`src/rtl/alu_mp_seq_if.sv`:
```
// Requester-side bundle of alu_mp_seq: start/abort request, operation and
// length, busy/done/err status and the final flag register.
//   master : requester (drives start/op/len/abort, observes status/flags)
//   slave  : alu_mp_seq
interface alu_mp_seq_if #(
  parameter int op_wl   = 8,
  parameter int addr_wl = 4
) ();
  logic               start_in;
  logic [op_wl-1:0]   op_in;
  logic [addr_wl:0]   len_in;
  logic               abort_in;
  logic               busy_out;
  logic               done_out;
  logic               err_out;
  logic               z_out;
  logic               s_out;
  logic               c_out;
  logic               ovr_out;

  modport master (
    output start_in, op_in, len_in, abort_in,
    input  busy_out, done_out, err_out, z_out, s_out, c_out, ovr_out
  );

  modport slave (
    input  start_in, op_in, len_in, abort_in,
    output busy_out, done_out, err_out, z_out, s_out, c_out, ovr_out
  );
endinterface

```
`src/rtl/alu_mp_seq.sv`:
```
// Multi-precision sequencer for alu_arith. Runs one ADD/SUB/INC/DEC/MOV over
// len data_wl-bit words, LS word first, one word per cycle, chaining the ALU
// flags between words through the flag register.
// Ports:
//   clk_in, rst_in     clock, asynchronous active-high reset
//   req                requester bundle (start/op/len/abort, busy/done/err,
//                      final z/s/c/ovr)
//   opd_addr_out       word index to operand RAMs; opa/opb_data_in read back
//   res_*_out          result RAM write port
//   alu_*_out/_in      operands, opcode and flags to/from one alu_arith
//
// state | meaning
// ------+-------------------------------------------------------------
// IDLE  | waiting for start; illegal requests answered with err pulse
// RUN   | one word per cycle, idx 0..len-1, result written each cycle
// DONE  | one-cycle done pulse, flags hold the final result flags
module alu_mp_seq #(
  parameter int data_wl = 16,
  parameter int op_wl   = 8,
  parameter int addr_wl = 4
) (
  input  logic               clk_in,
  input  logic               rst_in,
  alu_mp_seq_if.slave        req,
  output logic [addr_wl-1:0] opd_addr_out,
  input  logic [data_wl-1:0] opa_data_in,
  input  logic [data_wl-1:0] opb_data_in,
  output logic               res_we_out,
  output logic [addr_wl-1:0] res_addr_out,
  output logic [data_wl-1:0] res_data_out,
  output logic [data_wl-1:0] alu_a_out,
  output logic [data_wl-1:0] alu_b_out,
  output logic [op_wl-1:0]   alu_op_out,
  output logic               alu_z_out,
  output logic               alu_s_out,
  output logic               alu_c_out,
  output logic               alu_ovr_out,
  input  logic [data_wl-1:0] alu_res_in,
  input  logic               alu_z_in,
  input  logic               alu_s_in,
  input  logic               alu_c_in,
  input  logic               alu_ovr_in
);
  localparam int LEN_W = addr_wl + 1;
  localparam logic [LEN_W-1:0] MAX_LEN = LEN_W'(2**addr_wl);
  localparam logic [op_wl-1:0] OP_CONT = op_wl'(8'h20);
  localparam logic [op_wl-1:0] OP_NOP  = '1;

  typedef enum logic [1:0] {S_IDLE, S_RUN, S_DONE} state_t;

  state_t             state_q, state_d;
  logic [LEN_W-1:0]   idx_q, idx_d;
  logic [LEN_W-1:0]   len_q, len_d;
  logic [op_wl-1:0]   op_q, op_d;
  logic [3:0]         flags_q, flags_d;  // {z, s, c, ovr}
  logic               err_q, err_d;

  function automatic logic op_legal(input logic [op_wl-1:0] op);
    return (op == op_wl'(8'h00)) || (op == op_wl'(8'h01)) || (op == op_wl'(8'h04)) ||
           (op == op_wl'(8'h08)) || (op == op_wl'(8'h0B));
  endfunction

  always_ff @(posedge clk_in or posedge rst_in) begin
    if (rst_in) begin
      state_q <= S_IDLE;
      idx_q   <= '0;
      len_q   <= '0;
      op_q    <= '0;
      flags_q <= '0;
      err_q   <= 1'b0;
    end else begin
      state_q <= state_d;
      idx_q   <= idx_d;
      len_q   <= len_d;
      op_q    <= op_d;
      flags_q <= flags_d;
      err_q   <= err_d;
    end
  end

  always_comb begin
    state_d    = state_q;
    idx_d      = idx_q;
    len_d      = len_q;
    op_d       = op_q;
    flags_d    = flags_q;
    err_d      = 1'b0;
    res_we_out = 1'b0;
    alu_op_out = OP_NOP;
    case (state_q)
      S_IDLE: begin
        if (req.start_in) begin
          if (op_legal(req.op_in) && (req.len_in != '0) && (req.len_in <= MAX_LEN)) begin
            op_d    = req.op_in;
            len_d   = req.len_in;
            idx_d   = '0;
            state_d = S_RUN;
          end else begin
            err_d = 1'b1;
          end
        end
      end
      S_RUN: begin
        // word 0 starts the chain; later words consume the previous flags
        alu_op_out = (idx_q == '0) ? op_q : (op_q | OP_CONT);
        if (req.abort_in) begin
          state_d = S_IDLE;
        end else begin
          res_we_out = 1'b1;
          flags_d    = {alu_z_in, alu_s_in, alu_c_in, alu_ovr_in};
          idx_d      = idx_q + LEN_W'(1);
          if (idx_q == (len_q - LEN_W'(1))) state_d = S_DONE;
        end
      end
      S_DONE: state_d = S_IDLE;
      default: state_d = S_IDLE;
    endcase
  end

  // idx has one spare bit so len = 2**addr_wl terminates without wrapping
  assign opd_addr_out = idx_q[addr_wl-1:0];
  assign res_addr_out = idx_q[addr_wl-1:0];
  assign res_data_out = alu_res_in;
  assign alu_a_out    = opa_data_in;
  assign alu_b_out    = opb_data_in;
  assign {alu_z_out, alu_s_out, alu_c_out, alu_ovr_out} = flags_q;

  assign req.busy_out = (state_q != S_IDLE);
  assign req.done_out = (state_q == S_DONE);
  assign req.err_out  = err_q;
  assign {req.z_out, req.s_out, req.c_out, req.ovr_out} = flags_q;
endmodule

```
`src/flat_wrapper.sv`:
```
// flat-port wrapper written by rule: the top's interface ports become plain ports
module alu_mp_seq_flat 
#(
  parameter int data_wl = 16,
  parameter int op_wl   = 8,
  parameter int addr_wl = 4
)
  (clk_in, rst_in, opd_addr_out, opa_data_in, opb_data_in, res_we_out, res_addr_out, res_data_out, alu_a_out, alu_b_out, alu_op_out, alu_z_out, alu_s_out, alu_c_out, alu_ovr_out, alu_res_in, alu_z_in, alu_s_in, alu_c_in, alu_ovr_in, req_start_in, req_op_in, req_len_in, req_abort_in, req_busy_out, req_done_out, req_err_out, req_z_out, req_s_out, req_c_out, req_ovr_out);
  alu_mp_seq_if #(.op_wl(op_wl), .addr_wl(addr_wl)) req_i ();
  input  logic clk_in;
  input  logic rst_in;
  output logic [addr_wl-1:0] opd_addr_out;
  input  logic [data_wl-1:0] opa_data_in;
  input  logic [data_wl-1:0] opb_data_in;
  output logic res_we_out;
  output logic [addr_wl-1:0] res_addr_out;
  output logic [data_wl-1:0] res_data_out;
  output logic [data_wl-1:0] alu_a_out;
  output logic [data_wl-1:0] alu_b_out;
  output logic [op_wl-1:0] alu_op_out;
  output logic alu_z_out;
  output logic alu_s_out;
  output logic alu_c_out;
  output logic alu_ovr_out;
  input  logic [data_wl-1:0] alu_res_in;
  input  logic alu_z_in;
  input  logic alu_s_in;
  input  logic alu_c_in;
  input  logic alu_ovr_in;
  input wire logic [$bits(req_i.start_in)-1:0] req_start_in;
  input wire logic [$bits(req_i.op_in)-1:0] req_op_in;
  input wire logic [$bits(req_i.len_in)-1:0] req_len_in;
  input wire logic [$bits(req_i.abort_in)-1:0] req_abort_in;
  output wire logic [$bits(req_i.busy_out)-1:0] req_busy_out;
  output wire logic [$bits(req_i.done_out)-1:0] req_done_out;
  output wire logic [$bits(req_i.err_out)-1:0] req_err_out;
  output wire logic [$bits(req_i.z_out)-1:0] req_z_out;
  output wire logic [$bits(req_i.s_out)-1:0] req_s_out;
  output wire logic [$bits(req_i.c_out)-1:0] req_c_out;
  output wire logic [$bits(req_i.ovr_out)-1:0] req_ovr_out;
  assign req_i.start_in = req_start_in;
  assign req_i.op_in = req_op_in;
  assign req_i.len_in = req_len_in;
  assign req_i.abort_in = req_abort_in;
  assign req_busy_out = req_i.busy_out;
  assign req_done_out = req_i.done_out;
  assign req_err_out = req_i.err_out;
  assign req_z_out = req_i.z_out;
  assign req_s_out = req_i.s_out;
  assign req_c_out = req_i.c_out;
  assign req_ovr_out = req_i.ovr_out;
  alu_mp_seq #(.data_wl(data_wl), .op_wl(op_wl), .addr_wl(addr_wl)) u_core (.clk_in(clk_in), .rst_in(rst_in), .req(req_i), .opd_addr_out(opd_addr_out), .opa_data_in(opa_data_in), .opb_data_in(opb_data_in), .res_we_out(res_we_out), .res_addr_out(res_addr_out), .res_data_out(res_data_out), .alu_a_out(alu_a_out), .alu_b_out(alu_b_out), .alu_op_out(alu_op_out), .alu_z_out(alu_z_out), .alu_s_out(alu_s_out), .alu_c_out(alu_c_out), .alu_ovr_out(alu_ovr_out), .alu_res_in(alu_res_in), .alu_z_in(alu_z_in), .alu_s_in(alu_s_in), .alu_c_in(alu_c_in), .alu_ovr_in(alu_ovr_in));
endmodule
```
`config.mk`:
```
export PLATFORM = sky130hd
export DESIGN_NAME = alu_mp_seq_flat
export DESIGN_NICKNAME = d
export VERILOG_FILES = /design/src/rtl/alu_mp_seq_if.sv /design/src/rtl/alu_mp_seq.sv /design/src/flat_wrapper.sv
export SDC_FILE = /design/constraint.sdc
export NUM_CORES = 1
export LEC_CHECK = 0
export ABC_AREA = 0
export CAP_MARGIN = 0
export CORE_AREA = 2 2 78 80
export DETAILED_ROUTE_END_ITERATION = 6
export DIE_AREA = 0 0 80 82
export DONT_BUFFER_PORTS = 1
export PLACE_DENSITY = 0.5
export SYNTH_ARGS = -nofsm -noshare
export SYNTH_HDL_FRONTEND = slang
export SYNTH_SLANG_ARGS = --single-unit
```
`constraint.sdc`:
```
create_clock -name clk_in -period 2.83 [get_ports clk_in]
set_input_delay 0.566 -clock clk_in [delete_from_list [all_inputs] [get_ports clk_in]]
set_output_delay 0.566 -clock clk_in [all_outputs]
set_load 0.02 [all_outputs]
```
Word level (Yosys, flattened, before mapping)
Cells that the tools add are included.
- add/subtract/negate cells: 2
- multipliers: 0
- divide/modulo/power cells: 0
- magnitude comparators: 1
- eq/ne operators: 11
- shift operators: 0
- multiplexer cells: 16
- bitwise logic cells: 1
- reduce and logical (&&, ||, !) cells: 16
- operators by type and width (cell ; number):
    equality test 8 x 4 -> 1 bit, second input constant ; 2
    two-way mux 5 bit ; 3
    one-hot mux 5 bit (2 select lines) ; 1
    equality test 8 x 1 -> 1 bit, second input constant ; 1
    equality test 8 x 3 -> 1 bit, second input constant ; 1
    zero test 8 bit ; 1
    two-way mux 2 bit ; 4
    two-way mux 8 bit ; 1
    two-way mux 6 bit ; 1
    AND reduction 3 bit ; 2
    adder 5 x 1 -> 5 bit, second input constant ; 1
    equality test 5 bit ; 1
    less-or-equal comparator 5 bit, second input constant ; 1
    zero test 5 bit ; 1
    two-way mux 1 bit ; 5
    nonzero test 5 bit ; 1
    subtractor 5 x 1 -> 5 bit, second input constant ; 1
    logical OR 1 bit ; 4
    inequality test 2 bit, second input constant ; 2
    one-hot mux 2 bit (2 select lines) ; 1
    AND reduction 4 bit ; 1
    nonzero test 2 bit ; 2
    inequality test 3 x 2 -> 1 bit, second input constant ; 1
    equality test 2 x 1 -> 1 bit, second input constant ; 1
    6 further kinds ; 7
- flip-flop bits (word level): 25
- latch bits: 0
- RAM bits: 0
- memory bits (read-only): 0
- input bits: 69
- memories kept: 0

Depth between registers and ports, before layout
- word-level depth: 10
- mapped depth: 6
- gate-level depth less buffers: 6

Worst setup path after synthesis
OpenSTA, ideal clock, no wires.
- path kind: input to register
- start point: input req_len_in[1]
- end point: register u_core.len_q[0]
- arrival: 1.907 ns
- slack: 0.798 ns
- stages on the path: 5
- path buffers: 1
- path through: nor4_1 > xor2_1 > nor4_4 > buf_6 > mux2_4
- longest elaborated chain between the ends: 4
- elaborated cells between the ends (all ways): 5
- RTL lines (what ; line ; text):
    start: declaration ; flat_wrapper.sv:32 ; input wire logic [$bits(req_i.len_in)-1:0] req_len_in;
    parallel branches: the longest is 2 deep, another holds less-or-equal comparator 5 bit ; -- ;
    logical AND 1 bit * ; alu_mp_seq.sv:93 ; if (op_legal(req.op_in) && (req.len_in != '0) && (req.len_in <= MAX_LEN)) begin
    AND reduction 3 bit (no line) * ; -- ;
    end signal: assignment ; alu_mp_seq.sv:74 ; len_q <= len_d;
    end: declaration ; alu_mp_seq.sv:53 ; logic [LEN_W-1:0] len_q, len_d;
Mark *: on every way between the ends.
A chain may end at the register's enable or synchronous reset.

Final worst setup path
- start point: register u_core.state_q[0]
- end point: output res_we_out
- longest elaborated chain between the ends: 2
- RTL lines (what ; line ; text):
    start: declaration ; alu_mp_seq.sv:51 ; state_t state_q, state_d;
    start signal: assignment ; alu_mp_seq.sv:72 ; state_q <= state_d;
    equality test 2 x 1 -> 1 bit ; alu_mp_seq.sv:90 ; case (state_q)
    two-way mux 1 bit ; alu_mp_seq.sv:90 ;
    end: declaration ; flat_wrapper.sv:15 ; output logic res_we_out;
No other way between the ends.

==> results.sh <==
export IMPL_status="finished clean"
export IMPL_final_area_mm2=0.001508
export IMPL_post_cts_buffers=0
export IMPL_grt_pass1_wl_mm=5.140
export IMPL_core_area_mm2=0.005746
export IMPL_post_cts_resized=0
export IMPL_worstSkewPairLatency_ps=270
export IMPL_hold_path_class="input port to flip-flop"
export IMPL_post_dp_hpwl_mm=2.486
export IMPL_hold_buffers=0
export IMPL_dr_pass1_iters=4
export IMPL_syn_area_per_cell_um2=10.03
export IMPL_worst_pin_slew_ps=984.3
export IMPL_ant_nets=0
export IMPL_hold_violations=0
export IMPL_grt_pass1_vias=1000
export IMPL_numCtsBuffers=3
export IMPL_die_x_um=80
export IMPL_drtIter0Drc=32
export IMPL_synth_yosys_seq_area_share_pct=34.46
export IMPL_fin_crit_ps=2379
export IMPL_start_kind="flip-flop"
export IMPL_worst_setup_path_end_kind="primary output"
export IMPL_grt_max_degree=26
export IMPL_wire_per_inst_um=16.57
export IMPL_placed_area_mm2=0.001461
export IMPL_ys_warn_count=0
export IMPL_area_growth_pct=-16.95
export IMPL_tns_ps=0
export IMPL_nFillCells=620
export IMPL_setup_viol=0
export IMPL_cp_max_fo=14
export IMPL_cts_buffer_depth=2
export IMPL_initial_core_util_pct=31.60
export IMPL_instances_no_fill=199
export IMPL_antenna_found_initial=0
export IMPL_grt_overflow=0
export IMPL_nets=197
export IMPL_via_per_inst=4.754
export IMPL_slew_limit_headroom_pct=34.31
export IMPL_portBuffers=0
export IMPL_power_leakage_nw=0.6680
export IMPL_peakVddDrop_mv=0.1915
export IMPL_fin_crit_sh_pct=84.07
export IMPL_rows=28
export IMPL_htreeDepth=1
export IMPL_path_class="flip-flop to primary output"
export IMPL_num_antenna_cells=0
export IMPL_io_pins=145
export IMPL_ys_seq_elements=25
export IMPL_maxCapViolations=0
export IMPL_clock_sinks=25
export IMPL_netlist_area_mm2=0.001815
export IMPL_arrival_ps=1810
export IMPL_ys_types=35
export IMPL_synthCells=181
export IMPL_vias=946
export IMPL_cts_tree="built"
export IMPL_fmax_mhz=420.3
export IMPL_globalplace_congestion=0.7531
export IMPL_grt_usage_pct=10.39
export IMPL_rsz0062_at_grt="false"
export IMPL_cts_root_buffer="clkbuf_8"
export IMPL_cts_clk_slew_worst_paths_ps=90
export IMPL_synth_nets=253
export IMPL_drt_drc_violations_left=0
export IMPL_powerDensity_mw_per_mm2=511.5
export IMPL_die_area_mm2=0.006560
export IMPL_dp_cells=195
export IMPL_drt_total_wl_mm=3.297
export IMPL_drive_above_1_share_pct=22.58
export IMPL_cp_required_ps=2260
export IMPL_die_h_um=82
export IMPL_clock_skew_ps=4.201
export IMPL_slew_viol_final=0
[critical path, stage by stage, from the launching register on]
cell,delay [ps]
dfrtp_1,620
nor2b_1,200
buf_4,190
nor2b_1,290
buf_4,250
[per-layer routing]
layer | part of all wire [%] | track usage [%]
met4 | 2.8 | 4.576
met2 | 43 | 16.25
met1 | 44 | 12.69
met3 | 10 | 4.066
met5 | 0 | 0
[cell type report]
class	instances	area, µm²	area share [%]
inverter	8	30.03	1.992
multi-input combinational	83	681.9	45.23
timing repair buffer	4	30.03	1.992
sequential	25	625.6	41.49
clock inverter	1	5.005	0.3319
clock buffer	3	41.29	2.739
tap	75	93.84	6.224
[per-stage QoR]
| step | hold slack, ps | worst slack (ps) | utilization, % | power, mW |
|---|---|---|---|---|
| after floorplan | 464.0 | 797.7 | - | 0.6495 |
| after global placement | 480.6 | 597.0 | 25.44 | 0.5521 |
| after detailed placement | 485.3 | 539.8 | 25.44 | 0.5616 |
| after CTS | 344.7 | 442.1 | 26.24 | 0.7840 |
| after global routing | 342.8 | 297.3 | 26.24 | 0.8228 |
| final | 350.6 | 450.8 | 26.24 | 0.7712 |
[path summary, 6_finish.rpt]
| kind | startpoint | endpoint | slack [ps] | depth (start not counted) |
|---|---|---|---|---|
| hold / removal | req_abort_in | u_core.state_q[1] | 350 | 1 |
| setup reg to reg | u_core.state_q[0] | u_core.flags_q[2] | 840 | 5 |
| setup / recovery | u_core.state_q[0] | res_we_out | 450 | 4 |
| hold reg to reg | u_core.op_q[4] | u_core.op_q[4] | 500 | 1 |
| max in group asynchronous | rst_in | u_core.state_q[0] | 1830 | 1 |
| min in group asynchronous | rst_in | u_core.flags_q[1] | 400 | 1 |
[sequential cells by signal, indices dropped and copies added (netlist names)]
signal,cells
u_core.op_q,8
u_core.idx_q,5
u_core.flags_q,4
u_core.req.err_out,1
u_core.state_q,2
u_core.len_q,5
[Yosys cell counts]
cell type	instances	area, µm²
o311ai_0	1	8.760
or2_2	1	6.260
dfrtp_1	25	625.6
xor2_1	4	35.03
and3_1	2	12.51
nor3_1	2	10.01
nand2b_1	11	68.82
nor4bb_1	1	10.01
and2b_2	4	35.03
ha_1	3	37.54
nand3b_1	2	15.01
o211ai_1	4	30.03
nand3_1	4	20.02
nor4_1	2	12.51
nor2_1	4	15.01
clkbuf_1	3	11.26
nand4bb_1	1	11.26
nand4b_1	1	8.760
nor4_4	1	21.27
o21ai_0	2	10.01
buf_4	60	450.4
inv_1	8	30.03
a211oi_1	1	7.510
a21o_2	1	8.760
buf_2	1	5.000
mux2_4	5	75.07
a21oi_1	4	20.02
buf_6	1	11.26
nor2b_1	3	18.77
a21o_1	1	7.510
o21bai_1	1	7.510
nor3b_1	3	22.52
mux2i_1	3	30.03
xnor2_1	3	26.28
mux2_2	8	90.09
[cell families (layout without fill, tap and decap cells)]
kind of cell    count (synthesis)  after routing  synth area share (%)
mux                            16             16                 10.75
xor+xnor                        7              7                 3.377
buf+inv                        73             16                 27.98
fa+ha+maj                       3              3                 2.068
compound gates                 15             15                 5.514
simple gates                   42             42                 15.85
flops                          25             25                 34.46
[cell usage in the layout (no fill, tap or decap), drive strengths merged]
cell	instances
a211oi	1
a21o	2
a21oi	4
and2b	4
and3	2
buf	4
clkbuf	3
clkinv	1
dfrtp	25
ha	3
inv	8
mux2	13
mux2i	3
nand2b	11
nand3	4
nand3b	2
nand4b	1
nand4bb	1
nor2	4
nor2b	3
nor3	2
nor3b	3
nor4	3
nor4bb	1
o211ai	4
o21ai	2
o21bai	1
o311ai	1
or2	1
xnor2	3
xor2	4
[report_power, final]
| part | total [mW] | switching [mW] | internal, mW | leakage (nW) |
|---|---|---|---|---|
| registers | 0.424 | 0.0429 | 0.381 | 0.321 |
| clock network | 0.219 | 0.120 | 0.0987 | 0.0255 |
| logic | 0.128 | 0.0658 | 0.0618 | 0.322 |
| total | 0.771 | 0.229 | 0.542 | 0.668 |
Note: power is estimated with default switching activity, not from simulation.
